### src/rtl/updown_sweep_ctrl_pkg.sv
// ---------------------------------------------------------------------------
// sweep_ctrl_pkg
//   Shared types and constants for the up/down sweep controller:
//   FSM state encoding, sweep mode encodings, reversal counter width and a
//   helper that folds the unused mode code onto UP_ONCE.
//   Optional feature macro: SWEEP_REVERSAL_COUNT_EN (see updown_sweep_ctrl).
// ---------------------------------------------------------------------------
package sweep_ctrl_pkg;

  typedef enum logic [2:0] {
    ST_IDLE     = 3'd0,
    ST_LOAD     = 3'd1,
    ST_RUN_UP   = 3'd2,
    ST_RUN_DOWN = 3'd3,
    ST_DONE     = 3'd4
  } state_e;

  typedef enum logic [1:0] {
    MODE_UP_ONCE   = 2'd0,
    MODE_DOWN_ONCE = 2'd1,
    MODE_BOUNCE    = 2'd2
  } mode_e;

  localparam int REV_W = 8;
  localparam logic [REV_W-1:0] REV_MAX = {REV_W{1'b1}};

  // Mode code 3 has no sweep of its own and behaves as UP_ONCE.
  function automatic mode_e norm_mode(input logic [1:0] m);
    case (m)
      2'd1:    return MODE_DOWN_ONCE;
      2'd2:    return MODE_BOUNCE;
      default: return MODE_UP_ONCE;
    endcase
  endfunction

endpackage

### src/rtl/updown_sweep_ctrl_if.sv
// ---------------------------------------------------------------------------
// updown_sweep_ctrl_if
//   Control/status bundle between the system control logic (master) and the
//   sweep controller (slave).
//   master -> slave : start, stop, pause, mode[1:0], lo_bound, hi_bound
//   slave -> master : count, dir_up, busy, done, cfg_err
//                     reversals[7:0] only when SWEEP_REVERSAL_COUNT_EN is defined
// ---------------------------------------------------------------------------
interface updown_sweep_ctrl_if
  import sweep_ctrl_pkg::*;
#(
  parameter int WIDTH = 5
);

  logic             start;
  logic             stop;
  logic             pause;
  logic [1:0]       mode;
  logic [WIDTH-1:0] lo_bound;
  logic [WIDTH-1:0] hi_bound;
  logic [WIDTH-1:0] count;
  logic             dir_up;
  logic             busy;
  logic             done;
  logic             cfg_err;
`ifdef SWEEP_REVERSAL_COUNT_EN
  logic [REV_W-1:0] reversals;
`endif

  modport master (
    output start, stop, pause, mode, lo_bound, hi_bound,
`ifdef SWEEP_REVERSAL_COUNT_EN
    input  reversals,
`endif
    input  count, dir_up, busy, done, cfg_err
  );

  modport slave (
    input  start, stop, pause, mode, lo_bound, hi_bound,
`ifdef SWEEP_REVERSAL_COUNT_EN
    output reversals,
`endif
    output count, dir_up, busy, done, cfg_err
  );

endinterface

### src/rtl/updown_count_core.sv
// ---------------------------------------------------------------------------
// updown_count_core
//   Plain WIDTH-bit up/down counter register. No bound logic: the caller
//   decides when to load, step and in which direction.
//   clk      in   rising-edge clock
//   reset    in   synchronous active-high, clears count to 0
//   load     in   count <= load_val (has priority over en)
//   load_val in   value loaded on load
//   en       in   step by one this cycle
//   up       in   1 = increment, 0 = decrement
//   count    out  current value
// ---------------------------------------------------------------------------
module updown_count_core #(
  parameter int WIDTH = 5
) (
  input  logic             clk,
  input  logic             reset,
  input  logic             load,
  input  logic [WIDTH-1:0] load_val,
  input  logic             en,
  input  logic             up,
  output logic [WIDTH-1:0] count
);

  // NOTE: state registers use non-blocking assignments so every flop samples
  // pre-edge values regardless of process evaluation order.
  always_ff @(posedge clk) begin
    if (reset) begin
      count <= '0;
    end else if (load) begin
      count <= load_val;
    end else if (en) begin
      count <= up ? count + 1'b1 : count - 1'b1;
    end
  end

endmodule

### src/rtl/updown_sweep_ctrl.sv
// ---------------------------------------------------------------------------
// updown_sweep_ctrl
//   Sweeps a 5-bit counter between latched low/high bounds: once up, once
//   down, or bouncing continuously. Start/stop/pause control FSM around an
//   updown_count_core instance.
//   clk    in   rising-edge clock
//   reset  in   synchronous active-high
//   bus    slave modport of updown_sweep_ctrl_if:
//          start/stop/pause/mode/lo_bound/hi_bound in,
//          count/dir_up/busy/done/cfg_err out
//   Optional feature macro: SWEEP_REVERSAL_COUNT_EN adds bus.reversals, a
//   saturating count of RUN_UP<->RUN_DOWN turnarounds since the last start.
//   Priority each cycle: reset > stop > pause > normal transitions.
// ---------------------------------------------------------------------------
module updown_sweep_ctrl
  import sweep_ctrl_pkg::*;
#(
  parameter int WIDTH = 5
) (
  input  logic                 clk,
  input  logic                 reset,
  updown_sweep_ctrl_if.slave   bus
);

  state_e           state_q, state_d;
  mode_e            mode_q;
  logic [WIDTH-1:0] lo_q, hi_q;
  logic             dir_up_q, dir_up_d;
  logic             cfg_err_q, cfg_err_d;

  logic             core_load, core_en, core_up;
  logic [WIDTH-1:0] core_load_val;
  logic [WIDTH-1:0] count;

  logic idle_like, start_req, start_ok, start_bad;
  logic at_hi, at_lo, span;

  // start is only considered in IDLE/DONE, and a simultaneous stop kills it.
  assign idle_like = (state_q == ST_IDLE) || (state_q == ST_DONE);
  assign start_req = idle_like && bus.start && !bus.stop;
  assign start_bad = start_req && (bus.lo_bound > bus.hi_bound);
  assign start_ok  = start_req && !start_bad;

  assign at_hi = (count == hi_q);
  assign at_lo = (count == lo_q);
  // Latched bounds always satisfy lo <= hi, so lo != hi means lo < hi.
  assign span  = (lo_q != hi_q);

  // State register plus latched sweep configuration.
  always_ff @(posedge clk) begin
    if (reset) begin
      state_q   <= ST_IDLE;
      mode_q    <= MODE_UP_ONCE;
      lo_q      <= '0;
      hi_q      <= '0;
      dir_up_q  <= 1'b1;
      cfg_err_q <= 1'b0;
    end else begin
      state_q   <= state_d;
      dir_up_q  <= dir_up_d;
      cfg_err_q <= cfg_err_d;
      if (start_ok) begin
        lo_q   <= bus.lo_bound;
        hi_q   <= bus.hi_bound;
        mode_q <= norm_mode(bus.mode);
      end
    end
  end

  // Next-state logic.
  // NOTE: every combinational output gets a default before the case so no
  // path leaves it unassigned and no latch is inferred.
  always_comb begin
    state_d = state_q;
    if (bus.stop) begin
      state_d = ST_IDLE;
    end else begin
      case (state_q)
        ST_IDLE, ST_DONE: state_d = start_ok ? ST_LOAD : ST_IDLE;
        ST_LOAD:          state_d = (mode_q == MODE_DOWN_ONCE) ? ST_RUN_DOWN : ST_RUN_UP;
        ST_RUN_UP: begin
          if (!bus.pause && at_hi) begin
            if (mode_q != MODE_BOUNCE) state_d = ST_DONE;
            else if (span)             state_d = ST_RUN_DOWN;
          end
        end
        ST_RUN_DOWN: begin
          if (!bus.pause && at_lo) begin
            if (mode_q != MODE_BOUNCE) state_d = ST_DONE;
            else if (span)             state_d = ST_RUN_UP;
          end
        end
        default: state_d = ST_IDLE;
      endcase
    end
  end

  // Datapath controls and next values of registered outputs. A turnaround
  // steps away from the bound in the same cycle, so bouncing costs no extra
  // cycle at either end. A degenerate bounce (lo == hi) just holds.
  always_comb begin
    core_load     = 1'b0;
    core_load_val = lo_q;
    core_en       = 1'b0;
    core_up       = dir_up_q;
    dir_up_d      = dir_up_q;
    cfg_err_d     = start_bad;
    if (!bus.stop) begin
      case (state_q)
        ST_LOAD: begin
          core_load = 1'b1;
          if (mode_q == MODE_DOWN_ONCE) begin
            core_load_val = hi_q;
            dir_up_d      = 1'b0;
          end else begin
            dir_up_d      = 1'b1;
          end
        end
        ST_RUN_UP: begin
          if (!bus.pause) begin
            if (!at_hi) begin
              core_en = 1'b1;
              core_up = 1'b1;
            end else if (mode_q == MODE_BOUNCE && span) begin
              core_en  = 1'b1;
              core_up  = 1'b0;
              dir_up_d = 1'b0;
            end
          end
        end
        ST_RUN_DOWN: begin
          if (!bus.pause) begin
            if (!at_lo) begin
              core_en = 1'b1;
              core_up = 1'b0;
            end else if (mode_q == MODE_BOUNCE && span) begin
              core_en  = 1'b1;
              core_up  = 1'b1;
              dir_up_d = 1'b1;
            end
          end
        end
        default: ;
      endcase
    end
  end

  updown_count_core #(.WIDTH(WIDTH)) u_core (
    .clk      (clk),
    .reset    (reset),
    .load     (core_load),
    .load_val (core_load_val),
    .en       (core_en),
    .up       (core_up),
    .count    (count)
  );

  assign bus.count   = count;
  assign bus.dir_up  = dir_up_q;
  assign bus.busy    = (state_q == ST_LOAD) || (state_q == ST_RUN_UP) ||
                       (state_q == ST_RUN_DOWN);
  assign bus.done    = (state_q == ST_DONE);
  assign bus.cfg_err = cfg_err_q;

`ifdef SWEEP_REVERSAL_COUNT_EN
  logic [REV_W-1:0] rev_q;
  logic             rev_inc;

  assign rev_inc = ((state_q == ST_RUN_UP)   && (state_d == ST_RUN_DOWN)) ||
                   ((state_q == ST_RUN_DOWN) && (state_d == ST_RUN_UP));

  always_ff @(posedge clk) begin
    if (reset || start_ok) begin
      rev_q <= '0;
    end else if (rev_inc && (rev_q != REV_MAX)) begin
      rev_q <= rev_q + 1'b1;
    end
  end

  assign bus.reversals = rev_q;
`endif

endmodule

### src/flat_wrapper.sv
// flat-port wrapper written by rule: the top's interface ports become plain ports
module updown_sweep_ctrl_flat import sweep_ctrl_pkg::*;
#(
  parameter int WIDTH = 5
)
  (clk, reset, bus_start, bus_stop, bus_pause, bus_mode, bus_lo_bound, bus_hi_bound, bus_count, bus_dir_up, bus_busy, bus_done, bus_cfg_err);
  updown_sweep_ctrl_if #(.WIDTH(WIDTH)) bus_i ();
  input  logic clk;
  input  logic reset;
  input wire logic [$bits(bus_i.start)-1:0] bus_start;
  input wire logic [$bits(bus_i.stop)-1:0] bus_stop;
  input wire logic [$bits(bus_i.pause)-1:0] bus_pause;
  input wire logic [$bits(bus_i.mode)-1:0] bus_mode;
  input wire logic [$bits(bus_i.lo_bound)-1:0] bus_lo_bound;
  input wire logic [$bits(bus_i.hi_bound)-1:0] bus_hi_bound;
  output wire logic [$bits(bus_i.count)-1:0] bus_count;
  output wire logic [$bits(bus_i.dir_up)-1:0] bus_dir_up;
  output wire logic [$bits(bus_i.busy)-1:0] bus_busy;
  output wire logic [$bits(bus_i.done)-1:0] bus_done;
  output wire logic [$bits(bus_i.cfg_err)-1:0] bus_cfg_err;
  assign bus_i.start = bus_start;
  assign bus_i.stop = bus_stop;
  assign bus_i.pause = bus_pause;
  assign bus_i.mode = bus_mode;
  assign bus_i.lo_bound = bus_lo_bound;
  assign bus_i.hi_bound = bus_hi_bound;
  assign bus_count = bus_i.count;
  assign bus_dir_up = bus_i.dir_up;
  assign bus_busy = bus_i.busy;
  assign bus_done = bus_i.done;
  assign bus_cfg_err = bus_i.cfg_err;
  updown_sweep_ctrl #(.WIDTH(WIDTH)) u_core (.clk(clk), .reset(reset), .bus(bus_i));
endmodule
### config.mk
export PLATFORM = sky130hd
export DESIGN_NAME = updown_sweep_ctrl_flat
export DESIGN_NICKNAME = d
export VERILOG_FILES = /design/src/rtl/updown_sweep_ctrl_pkg.sv /design/src/rtl/updown_sweep_ctrl_if.sv /design/src/rtl/updown_count_core.sv /design/src/rtl/updown_sweep_ctrl.sv /design/src/flat_wrapper.sv
export SDC_FILE = /design/constraint.sdc
export NUM_CORES = 1
export LEC_CHECK = 0
export ABC_CLOCK_PERIOD_IN_PS = 7300
export CORE_AREA = 5 5 65 67
export CTS_CLUSTER_SIZE = 24
export DETAILED_ROUTE_END_ITERATION = 8
export DIE_AREA = 0 0 70 72
export PLACE_DENSITY_LB_ADDON = 0.3
export SYNTH_ARGS = -nofsm -noshare
export SYNTH_HDL_FRONTEND = slang
export SYNTH_HIERARCHICAL = 1
export SYNTH_SLANG_ARGS = --single-unit
### constraint.sdc
create_clock -name clk -period 7.3 [get_ports clk]
set_clock_uncertainty 0.1 [all_clocks]
set_input_delay 1.46 -clock clk [delete_from_list [all_inputs] [get_ports clk]]
set_output_delay 1.46 -clock clk [all_outputs]
set_load 0.1 [all_outputs]
==> results.toml <==
[power_and_ir_drop]
p_per_area_nw_per_um2 = 147
p_total_w = 0.000277
ir_drop_v = 0.000125
leakage_nw = 0.780

[placed_design]
place_area_um2 = 1830
place.gp.congestion = 0.797
numPortBuffers = 25
hpwl_mm = 2.64

[route]
wl_met2_mm = 1.70
wirelength_mm = 3.34
wl_met3_um = 161
dr.pass1.iters = 4
drtIter0Drc = 60
top_layer = "met4"
ant_nets = 0
detail_route.wl_per_cell_um = 13.4
wl_met1_mm = 1.45
drc = 0
routed_via_density = 5.31
vias = 1322

[cts]
cts_root_buffer = "clkbuf_4"
cts_tree = "done"
post_cts_buffers = 0
cts.clk_slew.worst_paths_ps = 140
clock_path_buffers = 2
htreeDepth = 1
clk_latency_ps = 310
cts_buffers = 3
hold_buffers = 0
cts.sinks = 22
cts_resized = 0

[global_routing]
grt.total_usage = 0.137
grt_pass1_wl_mm = 5.74
overflow = 0
grt_pass1_vias = 1352
antenna_found_initial = 0
grt_max_degree = 22

[worst_setup_path]
crit_family = "simple AND/OR/NAND/NOR gates"
critPathLaunchType = "input port"
crit_fanout = 5
critPathKind = "in -> reg"
rr_startpoint = "u_core/state_q[2]$_SDFFE_PP0P_"
critPathMaxStageDelay_ps = 510
worst_ep_arrival_time_ps = 4440
crit_required_ps = 7440
cp-startpoint = "bus_stop"
slowest_stage = "or4b_1"
path_buf_inv = 2
cp-end-kind = "flip-flop"
path_cells = "clkdlybuf4s50_1, nor3_1, a22oi_1, o22ai_1, inv_1, ha_1, nor2b_4, o21a_1, or4b_1, o211ai_1"

[run_status]
status = "completed"

[sta]
maxSlewHeadroom = 0.344
setup-tns-final_ps = 0
hold_viol = 0
drv_slew = 0
fin_crit_ps = 4300
setup_viol = 0
post-route-period-util = 0.589
worst_slew_pin_slew_ps = 980
max_freq_mhz = 233
rsz0062_at_grt = "false"

[hold_path]
hold_path.class = "reg -> reg"
min_from = "u_core/mode_q[0]$_SDFFE_PP0P_"

[synthesis]
synth.net_count = 203
yosys.area.top_type = "dfxtp_1"
synth.top_cell.area_share = 0.282
yosysSeqAreaShare = 0.282
yosysUniqueCellTypes = 50
synth_edf_count = 0
synthArstFlopShare = 0
synth-main-ff-cell = "dfxtp_1"
synth.ff_latch_count = 22
syn_inst = 177
ys_top_cells_by_area = "dfxtp_1 28%, mux2i_1 7.1%, xor2_1 6.7%"
synth_warnings = 6
syn_avg_cell_area_um2 = 8.81
syn_area_um2 = 1560

[cells_and_area]
layout_commonest_cell = "clkdlybuf4s50_1"
syn_to_final_growth_pct = 20.7
final_cell_mix = "25 x clkdlybuf4s50_1, 23 x nor2_1, 22 x dfxtp_1"
fin_area_um2 = 1880
n_antenna_cell = 0
final_layout_size_suffix_gt1_frac = 0.0597
nNetsFinal = 228

[die]
start_util = 0.436
die-area_um2 = 5040
core_area_um2 = 3580
rows = 22
die_w_um = 70
die_y_um = 72
io_pins = 26

[flow_run]
drv_cap = 0
stage by stage:
step	hold slack, ps	utilization	instances	setup slack, ps
after global placement	384	0.512	245	2870
final	412	0.526	249	3000
after floorplan	356	-	177	3510
after detailed placement	393	0.512	245	2700
after CTS	413	0.526	249	3040
after global routing	430	0.526	249	2870
sequential cells by signal, indices dropped and copies added (netlist names):
| name | cells |
|---|---|
| u_core/bus.dir_up | 1 |
| u_core/mode_q | 2 |
| u_core/lo_q | 5 |
| u_core/u_core/count | 5 |
| u_core/bus.cfg_err | 1 |
| u_core/state_q | 3 |
| u_core/hi_q | 5 |
worst reg2reg max path: stages, from the launching register on:
cell and delay (ps):
dfxtp_1 380, nand2b_1 240, nor3_1 440, a22oi_1 170
o22ai_1 350, inv_1 160, ha_1 380, nor2b_4 150
o21a_1 180, or4b_1 510, o211ai_1 100
worst paths after layout:
kind | cells past startpoint | end | slack (ps)
hold / removal | 2 | u_core/mode_q[0]$_SDFFE_PP0P_ | 410
setup reg to reg | 10 | u_core/u_core/count[4]$_SDFFE_PP0P_ | 4070
setup / recovery | 10 | u_core/u_core/count[4]$_SDFFE_PP0P_ | 3000
hold reg to reg | 2 | u_core/mode_q[0]$_SDFFE_PP0P_ | 410
layout make-up:
class	count	area, µm²
Clock inverter	1	30.0
Timing Repair Buffer	26	258
Inverter	12	45.0
Tap cell	48	60.1
Fill cell	358	1700
Sequential cell	22	440
Multi-Input combinational cell	137	1030
Clock buffer	3	22.5
where the power goes:
part / switching [W] / internal [W]
clock network: 0.0000384 / 0.0000555
logic: 0.0000288 / 0.0000252
registers: 0.00000497 / 0.000124
Yosys cell counts (4+ instances only):
cell type and n:
nor2_1 23, dfxtp_1 22, inv_1 12, xor2_1 12, mux2i_1 11, ha_1 8
a21oi_1 7, nor3_1 7, mux2_1 6, nand2b_1 6, xnor2_1 6, a31oi_1 4
nand3_1 4, nand3b_1 4
kinds of logic (layout without fill, tap and decap cells):
family / after synthesis / after routing / synth area share
fa+ha+maj: 9 / 9 / 0.0770
compound gates: 30 / 30 / 0.140
flops: 22 / 22 / 0.282
simple gates: 62 / 62 / 0.219
mux: 18 / 18 / 0.121
buf+inv: 18 / 42 / 0.0593
xor+xnor: 18 / 18 / 0.101
metal layers:
metal	up-vias	global-route usage
met5	-	0
met4	0	0.0340
met3	4	0.0443
met2	28	0.250
met1	618	0.154
li1	672	-
Power figures use the tool's default switching activity.
